==> src/rtl/sfd_detector.sv <==
// 802.15.4 receive framing: preamble/SFD hunt, PHR length capture, PSDU bit forwarding.
// Optional idle-timeout abort is built when SFD_DET_TIMEOUT_EN is defined.
module sfd_detector #(
  parameter logic [7:0] SFD               = 8'hA7,
  parameter int         PREAMBLE_MIN_BITS = 8,
  parameter int         MAX_LEN           = 127,
  parameter int         TIMEOUT_CYCLES    = 1024
) (
  input  logic       clk_i,
  input  logic       rst_i,
  input  logic       data_i,
  input  logic       valid_i,
  output logic       data_o,
  output logic       valid_o,
  output logic       frame_active_o,
  output logic       sfd_found_o,
  output logic [6:0] len_o,
  output logic       len_err_o,
  output logic       frame_done_o,
  output logic       abort_o
);

  typedef enum logic [1:0] {HUNT_PRE, HUNT_SFD, LEN, PAYLOAD} state_e;

  localparam logic [7:0]  PRE_MIN = 8'(PREAMBLE_MIN_BITS);
  localparam logic [6:0]  LEN_MAX = 7'(MAX_LEN);
  localparam logic [15:0] TO_LIM  = 16'(TIMEOUT_CYCLES - 1);

  // Elaboration-time parameter sanity check.
  if (SFD[0] != 1'b1 || PREAMBLE_MIN_BITS < 1 || PREAMBLE_MIN_BITS > 255 ||
      MAX_LEN < 1 || MAX_LEN > 127 || TIMEOUT_CYCLES < 1 || TIMEOUT_CYCLES > 65535) begin : g_bad_cfg
    $error("sfd_detector: parameter out of range");
  end

  state_e      state_q, state_d;
  logic [7:0]  zero_cnt_q, zero_cnt_d;
  logic [7:0]  sr_q, sr_d;
  logic [2:0]  bit_cnt_q, bit_cnt_d;
  logic [9:0]  rem_q, rem_d;
  logic        data_q, data_d;
  logic        valid_q, valid_d;
  logic        active_q, active_d;
  logic        sfd_q, sfd_d;
  logic [6:0]  len_q, len_d;
  logic        len_err_q, len_err_d;
  logic        done_q, done_d;
  logic        abort_q, abort_d;
  logic [15:0] idle_q, idle_d;
  logic [7:0]  shifted;

  assign shifted = {data_i, sr_q[7:1]};

  always_comb begin
    state_d    = state_q;
    zero_cnt_d = zero_cnt_q;
    sr_d       = sr_q;
    bit_cnt_d  = bit_cnt_q;
    rem_d      = rem_q;
    data_d     = data_q;
    valid_d    = 1'b0;
    active_d   = active_q;
    sfd_d      = 1'b0;
    len_d      = len_q;
    len_err_d  = 1'b0;
    done_d     = 1'b0;
    abort_d    = 1'b0;
    if (valid_i) begin
      unique case (state_q)
        HUNT_PRE: begin
          if (!data_i) begin
            if (zero_cnt_q != 8'hFF) zero_cnt_d = zero_cnt_q + 8'd1;
          end else if (zero_cnt_q >= PRE_MIN) begin
            sr_d      = 8'h80;
            bit_cnt_d = 3'd1;
            state_d   = HUNT_SFD;
          end else begin
            zero_cnt_d = 8'd0;
          end
        end
        HUNT_SFD: begin
          sr_d      = shifted;
          bit_cnt_d = bit_cnt_q + 3'd1;
          if (bit_cnt_q == 3'd7) begin
            if (shifted == SFD) begin
              sfd_d     = 1'b1;
              active_d  = 1'b1;
              bit_cnt_d = 3'd0;
              state_d   = LEN;
            end else begin
              // No re-scan: buffered bits are discarded with the candidate.
              zero_cnt_d = 8'd0;
              state_d    = HUNT_PRE;
            end
          end
        end
        LEN: begin
          sr_d      = shifted;
          bit_cnt_d = bit_cnt_q + 3'd1;
          if (bit_cnt_q == 3'd7) begin
            if (shifted[6:0] == 7'd0 || shifted[6:0] > LEN_MAX) begin
              len_err_d  = 1'b1;
              active_d   = 1'b0;
              zero_cnt_d = 8'd0;
              state_d    = HUNT_PRE;
            end else begin
              len_d   = shifted[6:0];
              rem_d   = {shifted[6:0], 3'b000};
              state_d = PAYLOAD;
            end
          end
        end
        PAYLOAD: begin
          data_d  = data_i;
          valid_d = 1'b1;
          rem_d   = rem_q - 10'd1;
          if (rem_q == 10'd1) begin
            done_d     = 1'b1;
            active_d   = 1'b0;
            zero_cnt_d = 8'd0;
            state_d    = HUNT_PRE;
          end
        end
        default: state_d = HUNT_PRE;
      endcase
    end
`ifdef SFD_DET_TIMEOUT_EN
    else if (state_q != HUNT_PRE && idle_q == TO_LIM) begin
      abort_d    = 1'b1;
      active_d   = 1'b0;
      zero_cnt_d = 8'd0;
      state_d    = HUNT_PRE;
    end
    idle_d = (valid_i || state_d != state_q || state_q == HUNT_PRE) ? 16'd0 : idle_q + 16'd1;
`else
    idle_d = 16'd0;
`endif
  end

  always_ff @(posedge clk_i or posedge rst_i) begin
    if (rst_i) begin
      state_q    <= HUNT_PRE;
      zero_cnt_q <= 8'd0;
      sr_q       <= 8'd0;
      bit_cnt_q  <= 3'd0;
      rem_q      <= 10'd0;
      data_q     <= 1'b0;
      valid_q    <= 1'b0;
      active_q   <= 1'b0;
      sfd_q      <= 1'b0;
      len_q      <= 7'd0;
      len_err_q  <= 1'b0;
      done_q     <= 1'b0;
      abort_q    <= 1'b0;
      idle_q     <= 16'd0;
    end else begin
      state_q    <= state_d;
      zero_cnt_q <= zero_cnt_d;
      sr_q       <= sr_d;
      bit_cnt_q  <= bit_cnt_d;
      rem_q      <= rem_d;
      data_q     <= data_d;
      valid_q    <= valid_d;
      active_q   <= active_d;
      sfd_q      <= sfd_d;
      len_q      <= len_d;
      len_err_q  <= len_err_d;
      done_q     <= done_d;
      abort_q    <= abort_d;
      idle_q     <= idle_d;
    end
  end

  assign data_o         = data_q;
  assign valid_o        = valid_q;
  assign frame_active_o = active_q;
  assign sfd_found_o    = sfd_q;
  assign len_o          = len_q;
  assign len_err_o      = len_err_q;
  assign frame_done_o   = done_q;
  assign abort_o        = abort_q;

endmodule

==> config.mk <==
export PLATFORM = sky130hd
export DESIGN_NAME = sfd_detector
export DESIGN_NICKNAME = d
export VERILOG_FILES = /design/src/rtl/sfd_detector.sv
export SDC_FILE = /design/constraint.sdc
export NUM_CORES = 1
export LEC_CHECK = 0
export CORE_UTILIZATION = 45
export DETAILED_ROUTE_END_ITERATION = 16
export PLACE_DENSITY = 0.62
export SYNTH_ARGS = -nofsm -noshare
export SYNTH_HDL_FRONTEND = slang
export SYNTH_SLANG_ARGS = --single-unit
==> constraint.sdc <==
create_clock -name clk_i -period 2.7 [get_ports clk_i]
set_clock_uncertainty 0.2 [all_clocks]
set_input_delay 0.675 -clock clk_i [delete_from_list [all_inputs] [get_ports clk_i]]
set_output_delay 0.675 -clock clk_i [all_outputs]
set_load 0.01 [all_outputs]
* Word level (Yosys, flattened, before mapping)
Index checks and enable logic that the tools add are counted.
** Word-level totals
- Logic and storage cells :: 99
- Bits in registers :: 44
- Bits of input ports :: 4
- Memory bits (read-only) :: 0
- Output and inout port bits :: 14
- Memory bits (writable) :: 0
- Latch bits :: 0
- Memories kept :: 0
** Cells by class
- Order comparisons :: 2
- Muxes and demuxes :: 47
- Add/subtract/negate cells :: 3
- Shift operators :: 0
- $mul :: 0
- Bitwise gates (word level) :: 1
- Div/mod/pow operators :: 0
- Reduce and logical (&&, ||, !) cells :: 16
- Equality and inequality tests :: 18
** Operators by type and width (number)
- 8-bit two-way mux :: 10
- 8-bit one-hot mux with 4 select lines :: 1
- 10-bit two-way mux :: 2
- 10-bit one-hot mux with 2 select lines :: 1
- 1-bit two-way mux :: 18
- 2-bit != test (second input constant) :: 9
- 8-bit one-hot mux with 2 select lines :: 1
- 4-bit AND reduction :: 4
- 2-bit two-way mux :: 7
- 3-bit two-way mux :: 4
- 10-bit by 1-bit == test with 1-bit output (second input constant) :: 1
- 10-bit by 1-bit subtractor with 10-bit output (second input constant) :: 1
- 3-bit one-hot mux with 3 select lines :: 1
- 8-bit by 1-bit adder with 8-bit output (second input constant) :: 1
- 8-bit == test (second input constant) :: 1
- 8-bit by 4-bit >= comparator with 1-bit output (second input constant) :: 1
- 8-bit != test (second input constant) :: 1
- 2-bit one-hot mux with 4 select lines :: 1
- 8-bit AND reduction :: 1
- 7-bit greater-than comparator (second input constant) :: 1
- 7-bit zero test :: 1
- 7-bit AND reduction :: 1
- 3-bit != test (second input constant) :: 2
- 6-bit AND reduction :: 1
- 12 further kinds :: 15

* Depth between registers and ports, before layout
Gate-level depths: netlist (run 1).
- Word-level depth :: 6
- Mapped depth :: 9
- Depth with buffers taken out :: 7

* Worst setup path before layout (run 1)
OpenSTA, ideal clock, no wires.
- Path kind :: register to register
- From :: reg state_q[0]
- To :: reg zero_cnt_q[2]
- Path buffers :: 2
- Stages on the path, launching flop included :: 10
- Data required time :: 2.369 ns
- Slack :: 0.651 ns
- Arrival :: 1.718 ns
- Clock period less this slack :: 2.049 ns
- Setup time :: 0.131 ns
- Path through :: dfrtp_1 -> inv_1 -> ha_1 -> clkbuf_1 -> nor2_1 -> o21ai_0 -> a21o_1 -> buf_2 -> o31ai_4 -> o41ai_2
** On the way
- Cells in the longest elaborated chain, start to end :: 3
- Elaborated cells between the ends (all ways) :: 13
- Classes of those cells :: eq/ne: 10; mux: 1; reduce/logical: 2
** Ends and longest elaborated chain
- from (decl) :: RTL line 35 : state_e state_q, state_d;
- from (signal assigned) :: RTL line 156 : state_q <= state_d;
- 2-bit == test, or another cell as far along :: RTL line 68 : unique case (state_q)
- 2-bit != test (no source line) / 3-bit != test (equally long branches)
- 8-bit AND reduction (no source line)
- to (signal assigned) :: RTL line 157 : zero_cnt_q <= zero_cnt_d;
- to (decl) :: RTL line 36 : logic [7:0] zero_cnt_q, zero_cnt_d;
Parallel ways exist; a longest one is shown, timed or not.
A chain may end at the register's enable or synchronous reset.

* Worst setup path in the final report (run 1)
- From :: in valid_i
- To :: reg rem_q[4]
** On the way
- Cells in the longest elaborated chain, start to end :: 1
** Ends and longest elaborated chain
- from (decl) :: RTL line 12 : input logic valid_i,
- 4-bit AND reduction (no source line)
- to (signal assigned) :: RTL line 160 : rem_q <= rem_d;
- to (decl) :: RTL line 39 : logic [9:0] rem_q, rem_d;
No other way between the ends.

==> flow_summary.json, run 1 <==
{
  "status": "finished, final reports clean",
  "timing.critical_path.to_type": "flop",
  "numPortBuffers": 16,
  "cp_common_cell": "sky130_fd_sc_hd__a21oi_1",
  "critPathSlowestCell": "sky130_fd_sc_hd__nor2_1",
  "post_synth_inst_count": 235,
  "ratio_of_cells_with_drive_above_1_in_the_final_layout_pct": 14.18,
  "antenna_left": 0,
  "vias_per_cell": 5.529,
  "clock_buffers_created_by_tritoncts": 5,
  "cp_data_arrival_time_ps": 2430,
  "via_count_of_the_first_global_routing_pass": 1740,
  "drv_cap": 0,
  "num_io_pins": 18,
  "final_setup_viols": 0,
  "clock_path_buffers": 2,
  "p_leak_nw": 1.215,
  "postLayoutCoreUtil_pct": 54.12,
  "clock_sink_count": 43,
  "cts-root-buf": "sky130_fd_sc_hd__clkbuf_8",
  "synthTopCellsByArea": "sky130_fd_sc_hd__dfrtp_1, sky130_fd_sc_hd__ha_1, sky130_fd_sc_hd__mux2_2",
  "dieArea_mm2": 0.005594,
  "crit_path_cell_trace": "clkdlybuf4s50_1, nand3_1, a21oi_1, nor2_1, a21oi_1, o22a_1",
  "place.gp.congestion": 0.8319,
  "detail_route.drc_violations": 0,
  "grt_start_max_net_pins": 44,
  "postRouteWirelength_um": 4941,
  "required_ps": 2680,
  "cts-htree-levels": 2,
  "synthArstFlopShare_pct": 100.0,
  "number_of_distinct_library_cells_after_synthesis": 51,
  "routed_wire_length_per_instance_um": 14.93,
  "grt_setup_unrepaired": "false",
  "synth-edff-count": 0,
  "tightestPinTransition_ps": 961.6,
  "synth.yosys.seq_area_share_pct": 45.12,
  "grt_usage_pct": 19.54,
  "fin_tns_setup_ps": 0,
  "die_h_um": 74.80,
  "yosys_warn_count": 0,
  "die_x_um": 74.80,
  "synthDominantCellAreaShare_pct": 45.12,
  "core_area_mm2": 0.005107,
  "crit_path_max_fanout": 15,
  "ys_top_cells_by_count": "sky130_fd_sc_hd__dfrtp_1, sky130_fd_sc_hd__nor2_1, sky130_fd_sc_hd__nand2_1",
  "postCtsSetupBuffers": 0,
  "fmax_ghz": 0.4091,
  "dominantRegCellSynth": "sky130_fd_sc_hd__dfrtp_1",
  "grt_pass1_wl_um": 8245,
  "fill_count": 483,
  "critPathKind": "in2reg",
  "slowest_delay_ps": 760,
  "postLayoutCellArea_mm2": 0.002764,
  "holdCritPathClass": "reg2reg",
  "hpwl_um": 3464,
  "synth.avg_cell_area_um2": 10.15,
  "area.growth.synth_to_final_pct": 15.90,
  "yosys.cell_count.top_type": "sky130_fd_sc_hd__dfrtp_1",
  "startpoint_type": "input pin",
  "clkLatencyLatePin_ps": 290,
  "tritoncts_clock_tree": "yes",
  "synth.cell_area_mm2": 0.002385,
  "grt_antenna_before_repair": 0,
  "placement.setup.worst_slack_ps": -15.49,
  "drt_pre_antenna_iters": 4,
  "timing.final.crit_period_ps": 2444,
  "p_per_area_mw_per_mm2": 879.6,
  "layout.nets": 274,
  "placementRows": 26,
  "slew_headroom_pct": 35.66,
  "area_leader_netlist": "sky130_fd_sc_hd__dfrtp_1",
  "vias": 1830,
  "hold_violations": 0,
  "layout_worst_path_cycle_share_pct": 90.52,
  "timing.final.max_slew_violations": 0,
  "ir_worst_vdd_uv": 468.4,
  "clkTransAtPathRegs_ps": 80,
  "synthesis.nets": 249,
  "postLayoutSetupSlackWorst_ps": 255.9,
  "postCtsHoldBufs": 0,
  "placement.cell_area_mm2": 0.002683,
  "number_of_resized_instances_in_the_post_cts_repair_step": 0,
  "antenna_cells": 0,
  "initial_core_utilization_pct": 46.69,
  "gr_overflow_total": 0,
  "detailedRoute.firstIterationViolations": 112,
  "ys_ff_latch": 43
}
## power breakdown
part | internal (W) | switching (W) | total, W
clock | 0.000182 | 0.000209 | 0.000391
combinational | 0.000450 | 0.000538 | 0.000989
sequential | 0.000822 | 0.000229 | 0.00105
total | 0.00145 | 0.000977 | 0.00243
## cells by family (layout without fill, tap and decap cells)
family	count (synthesis)	in the layout	synth area share (%)
AO/OA/AOI/OAI	72	72	22.04
flip-flops	43	43	45.12
adder cells (fa/ha/maj)	10	10	5.247
AND/OR/NAND/NOR	75	75	18.57
multiplexers	9	9	4.145
buffers and inverters	25	51	4.722
other	1	1	0.1572
## placed cells by master, fill, tap and decap left out, drive strengths merged, types with 3 or more instances in the layout
master,n
o31ai,10
o211ai,3
mux2,7
a31oi,5
nand2,15
nor2b,4
nor4,3
buf,13
o22a,8
nand3,9
nand2b,3
a21oi,13
clkdlybuf4s50,16
inv,13
ha,10
o21ai,15
o41ai,3
dfrtp,43
and3,5
or3,3
a22o,6
clkbuf,7
nor2,16
nor3,5
## registers in the layout, summed over array words and instances (netlist names), 2 cells and up
signal,count
rem_q,10
zero_cnt_q,8
len_o,7
sr_q,7
bit_cnt_q,3
state_q,2
## final timing paths
path / startpoint / to / slack, ps / cells after the start
setup / recovery: valid_i / rem_q[4]$_DFFE_PP0P_ / 260 / 6
hold / removal: data_o$_DFFE_PP0P_ / data_o$_DFFE_PP0P_ / 280 / 2
setup reg to reg: sr_q[5]$_DFFE_PP0P_ / rem_q[4]$_DFFE_PP0P_ / 260 / 5
hold reg to reg: data_o$_DFFE_PP0P_ / data_o$_DFFE_PP0P_ / 280 / 2
max in group asynchronous: rst_i / sfd_found_o$_DFF_PP0_ / 1570 / 3
min in group asynchronous: rst_i / len_o[3]$_DFFE_PP0P_ / 520 / 3
## per-stage QoR
stage / total power [W] / hold slack [ps] / std cells
floorplan: 0.001740 / 265.3 / 235
global placement: 0.002037 / 268.4 / 323
detailed placement: 0.002054 / 271.9 / 323
CTS: 0.002461 / 290.4 / 331
global route: 0.002644 / 317.8 / 331
finish: 0.002431 / 284.1 / 331
## layer usage
metal,global-route usage [%],routed length (um),vias up
met5,0,0,-
met4,5.241,49,0
met3,4.016,135,6
met2,31.23,2232,36
met1,27.06,2525,870
li1,-,-,918
## worst max-delay path: cells and delay by family
family                 cells  cell delay, ps
AOI/OAI and AO/OA          3             380
buffers and inverters      1             470
and+or+nand+nor            2             890
## final cells by class
class	count	area [um2]	share of cell area [%]
multi-input cells	167	1196	43.28
repair buffers	29	270.3	9.778
clock buffers	7	76.32	2.761
flip-flops and latches	43	1076	38.93
well taps	70	87.58	3.169
clock inverters	1	5.005	0.1811
inverters	14	52.55	1.901
(Power assumes the default switching activity.)
==> run 2: changes to the inputs <==
Settings changed: SETUP_SLACK_MARGIN set to 0.02.
==> results of run 2 <==
The final DEF is identical to that of run 1; final timing and power are the same.
==> RTL edit 1: new RTL, flow settings as in run 1 <==
The output `len_err_o` loses its register stage (`len_err_q` becomes a continuous assignment).
--- a/src/rtl/sfd_detector.sv
+++ b/src/rtl/sfd_detector.sv
@@ -148,7 +148,6 @@
       active_q   <= 1'b0;
       sfd_q      <= 1'b0;
       len_q      <= 7'd0;
-      len_err_q  <= 1'b0;
       done_q     <= 1'b0;
       abort_q    <= 1'b0;
       idle_q     <= 16'd0;
@@ -163,12 +162,13 @@
       active_q   <= active_d;
       sfd_q      <= sfd_d;
       len_q      <= len_d;
-      len_err_q  <= len_err_d;
       done_q     <= done_d;
       abort_q    <= abort_d;
       idle_q     <= idle_d;
     end
   end
+
+  assign len_err_q = len_err_d;
 
   assign data_o         = data_q;
   assign valid_o        = valid_q;
Formal check against the unedited RTL: no difference found for any inputs over 10 cycles, from zero or initial values and one cycle with rst_i high; that may be too few to reach the edited logic, so the function may still have changed.
==> RTL edit 1 against run 1 <==
First-iteration DRC count rose by 21%; area after synthesis is 2.2% lower; power is 18% higher; setup slack got worse by 0.13 ns; sequential cell count down 1; combinational power rose by 29%; routed wire length up 5.9%; design area increased by 4.4%; critical endpoint is now zero_cnt_q[2]; core utilization rose by 5.4 points; synthesized cell count increased by 2.6%.
==> RTL edit 1: results (changes against run 1) <==
status: finished clean (unchanged)
pin count of the biggest net entering global routing: 30 (was 44)
hold_ws: 0.283 ns (was 0.284 ns)
#FFs+latches synth: 42 (was 43)
R2R cell count: 7 (was 5)
Clock buf/inv share: 4.77% (was 2.94%)
peak supply drop: 0.428 mV (was 0.468 mV)
R2R Path End: zero_cnt_q[2] (was rem_q[4])
Area contributors post-synth: dfrtp_1, ha_1, o21ai_0 (was dfrtp_1, ha_1, mux2_2)
Pleak: 0.00133 uW (was 0.00122 uW)
multi-input logic area: 1180 um2 (was 1200 um2)
Vias/cell: 5.71 (was 5.53)
M1 wire length: 2.51 mm (was 2.53 mm)
CP max-delay cell: or4b_1 (was nor2_1)
post-synthesis async set-or-reset flop share: 100% (unchanged)
number of non-clock inverters in the layout: 20 (was 14)
DR WL/cell: 15.0 um (was 14.9 um)
Synth top cells by count: dfrtp_1, o21ai_0, inv_1 (was dfrtp_1, nor2_1, nand2_1)
Synthesized Nets: 255 (was 249)
global routing usage on met2: 32.8% (was 31.2%)
pre-CTS WS: -0.305 ns (was -0.0155 ns)
Signal buf overhead: 12.3% (was 9.78%)
Crit path arrival time: 2.56 ns (was 2.43 ns)
post-cts gate resize count: 2 (was 0)
hpwl dp: 3.79 mm (was 3.46 mm)
Reg area: 1050 um2 (was 1080 um2)
Mapped Avg Cell Area: 9.68 um2 (was 10.1 um2)
non-clock buffer count: 41 (was 29)
Critical Path Source Type: register (was input pin)
DR vias: 1987 (was 1830)
dpl cells: 340 (was 323)
met1 Resource Use GR: 30.0% (was 27.1%)
Synth Instances: 241 (was 235)
Final #Nets: 294 (was 274)
slew margin rel.: 56.5% (was 35.7%)
Post-DP Area: 2740 um2 (was 2680 um2)
sequential cell area share: 36.4% (was 38.9%)
Tcrit/Tclk final: 95.5% (was 90.5%)
comb_multi_in: 170 (was 167)
first-pass GRT wire length: 8.86 mm (was 8.25 mm)
CP Max Fanout: 4 (was 15)
vias in the first global route: 1877 (was 1740)
layout cells sized above 1: 17.8% (was 14.2%)
Switch Pwr: 1090 uW (was 977 uW)
library cells used by synthesis: 52 (was 51)
placer congestion estimate: 0.871 (was 0.832)
Overall Global Routing Usage: 21.5% (was 19.5%)
Iter 0 DRT Violations: 135 (was 112)
-- RTL edit 1: cell types whose count changed after synthesis, moves of 5 or more --
| cell | run 1 | this run |
|---|---|---|
| buf_2 | 5 | 0 |
| o31ai_1 | 8 | 0 |
| o22a_1 | 8 | 1 |
| clkbuf_1 | 3 | 8 |
| o21ai_0 | 14 | 25 |
| inv_1 | 14 | 20 |
| or4_1 | 0 | 5 |
-- RTL edit 1: power by group through the flow --
| stage | Sequential, uW | Combinational, uW | Clock, uW |
|---|---|---|---|
| finish | 994 | 1280 | 603 |
| global route | 1030 | 1430 | 642 |
| CTS | 993 | 1270 | 617 |
| detailed placement | 1010 | 1260 | 0 |
| global placement | 1000 | 1240 | 0 |
| floorplan | 1020 | 790 | 0 |
-- RTL edit 1: cells by family after synthesis --
logic type,count (synthesis),share of synthesized area (%)
and+or+nand+nor,76,18.9
AOI/OAI and AO/OA,74,21.4
DFF,42,45.1
buffers and inverters,29,4.83
adders and majority gates,10,5.36
muxes,9,4.29
other,1,0.161
==> RTL edit 2: new RTL, config.mk and constraints of run 1 <==
Without the edit above. Add a define of `SFD_DET_TIMEOUT_EN`.
--- a/src/rtl/sfd_detector.sv
+++ b/src/rtl/sfd_detector.sv
@@ -1,5 +1,7 @@
 // 802.15.4 receive framing: preamble/SFD hunt, PHR length capture, PSDU bit forwarding.
 // Optional idle-timeout abort is built when SFD_DET_TIMEOUT_EN is defined.
+`define SFD_DET_TIMEOUT_EN
+
 module sfd_detector #(
   parameter logic [7:0] SFD               = 8'hA7,
   parameter int         PREAMBLE_MIN_BITS = 8,
Formal check against the unedited RTL: same outputs for any inputs over 10 cycles, from zero or initial values and one cycle with rst_i high; that may be too few to reach the edited logic, so the function may still have changed.
==> RTL edit 2 against run 1 <==
Die area rose by 32%; area after synthesis increased by 33%; design area rose by 37%; via count grew 40%; setup slack lost 0.047 ns; clock power rose by 110%; fmax shrank 1.9%; power down 3.3%; routed wire length up 37%; sequential cell count rose by 17; largest power group unchanged; critical path depth up 1; critical endpoint is now zero_cnt_q[1]; synthesized cell count grew 43%.
==> RTL edit 2: results (changes against run 1) <==
Endpoint, Worst Hold: idle_q[0] (was data_o)
Crit path arrival time: 2.55 ns (was 2.43 ns)
hold_sp: idle_q[0] (was data_o)
CP max stage delay: 0.46 ns (was 0.76 ns)
peak supply drop: 0.440 mV (was 0.468 mV)
Overall Global Routing Usage: 19.8% (was 19.5%)
clk_lat worst skew: 0.33 ns (was 0.29 ns)
CP Max Fanout: 8 (was 15)
R2R Path End: zero_cnt_q[1] (was rem_q[4])
status: finished clean (unchanged)
hold_ws: 0.282 ns (was 0.284 ns)
R2R cell count: 7 (was 5)
slew margin rel.: 63.1% (was 35.7%)
placer congestion estimate: 0.838 (was 0.832)
Port-buffer cells: 17 (was 16)
layout cells sized above 1: 14.2% (about the same)
Final #Nets: 390 (was 274)
worst r2r src: rem_q[1] (was sr_q[5])
Sw Share: 30.0% (was 40.2%)
library cells used by synthesis: 56 (was 51)
Synthesized Nets: 352 (was 249)
fill cell count: 593 (was 483)
Synth top cells by count: dfrtp_1, nor2_1, nand2_1 (unchanged)
biggest regs: idle_q x16, rem_q x10, zero_cnt_q x8 (was rem_q x10, zero_cnt_q x8)
DR WL/cell: 14.2 um (was 14.9 um)
kind of critical path: reg2reg (was in2reg)
Iter 0 DRT Violations: 198 (was 112)
first-pass GRT wire length: 11.4 mm (was 8.25 mm)
post-cts gate resize count: 0 (unchanged)
Post-DP Area: 3590 um2 (was 2680 um2)
DR vias: 2563 (was 1830)
CP max-delay cell: or4b_1 (was nor2_1)
Pleak: 0.00159 uW (was 0.00122 uW)
post-synthesis async set-or-reset flop share: 100% (unchanged)
hpwl dp: 4.67 mm (was 3.46 mm)
Worst Setup SP: rem_q[1] (was valid_i)
pin count of the biggest net entering global routing: 61 (was 44)
Seq/Total Area, Yosys: 47.2% (was 45.1%)
internal reg-to-reg setup slack: 0.21 ns (was 0.26 ns)
comb pwr: 479 uW (was 989 uW)
CTS Buf Count: 9 (was 5)
==> RTL edit 2: per-layer routing <==
layer  GRT usage [%]  share of wire [%]
met5               0                  0
met4            7.42                1.0
met3            4.33                3.9
met2            29.2                 44
met1            28.4                 51
==> RTL edit 2: critical path: cells and delay by family, from the launching register on <==
family	cells	cell delay, ns
compound gates	3	0.88
fa+ha+maj	1	0.15
buf+inv	1	0.12
flops	1	0.39
mux	1	0.22
simple gates	1	0.46
==> RTL edit 2: cell type report <==
class / count / area [um2] / area share (%)
Timing Repair Buffer: 39 / 348 / 9.18
Inverter: 19 / 71.3 / 1.88
Clock buffer: 12 / 155 / 4.10
Multi-Input combinational cell: 246 / 1550 / 40.8
Sequential cell: 60 / 1500 / 39.6
Tap cell: 96 / 120 / 3.17
Clock inverter: 4 / 47.5 / 1.25
==> RTL edit 2: cells by family (layout without fill, tap and decap cells) <==
kind of cell / count (synthesis) / count (layout) / share of synthesized area, %
buffers and inverters: 31 / 74 / 4.13
AO/OA/AOI/OAI: 88 / 88 / 18.0
XOR/XNOR: 15 / 15 / 4.13
adder cells (fa/ha/maj): 11 / 11 / 4.33
AND/OR/NAND/NOR: 121 / 121 / 18.3
multiplexers: 11 / 11 / 3.82
flip-flops: 60 / 60 / 47.2
==> RTL edit 2: stage by stage <==
| step | total power [uW] | setup TNS [ns] | instances | worst slack (ns) |
|---|---|---|---|---|
| after floorplan | 1380 | 0 | 337 | 0.340 |
| after global placement | 1540 | 0 | 460 | 0.0497 |
| after detailed placement | 1540 | -0.00260 | 460 | -0.00260 |
| after CTS | 2370 | 0 | 476 | 0.206 |
| after global routing | 2490 | 0 | 476 | 0.0520 |
| final | 2350 | 0 | 476 | 0.209 |
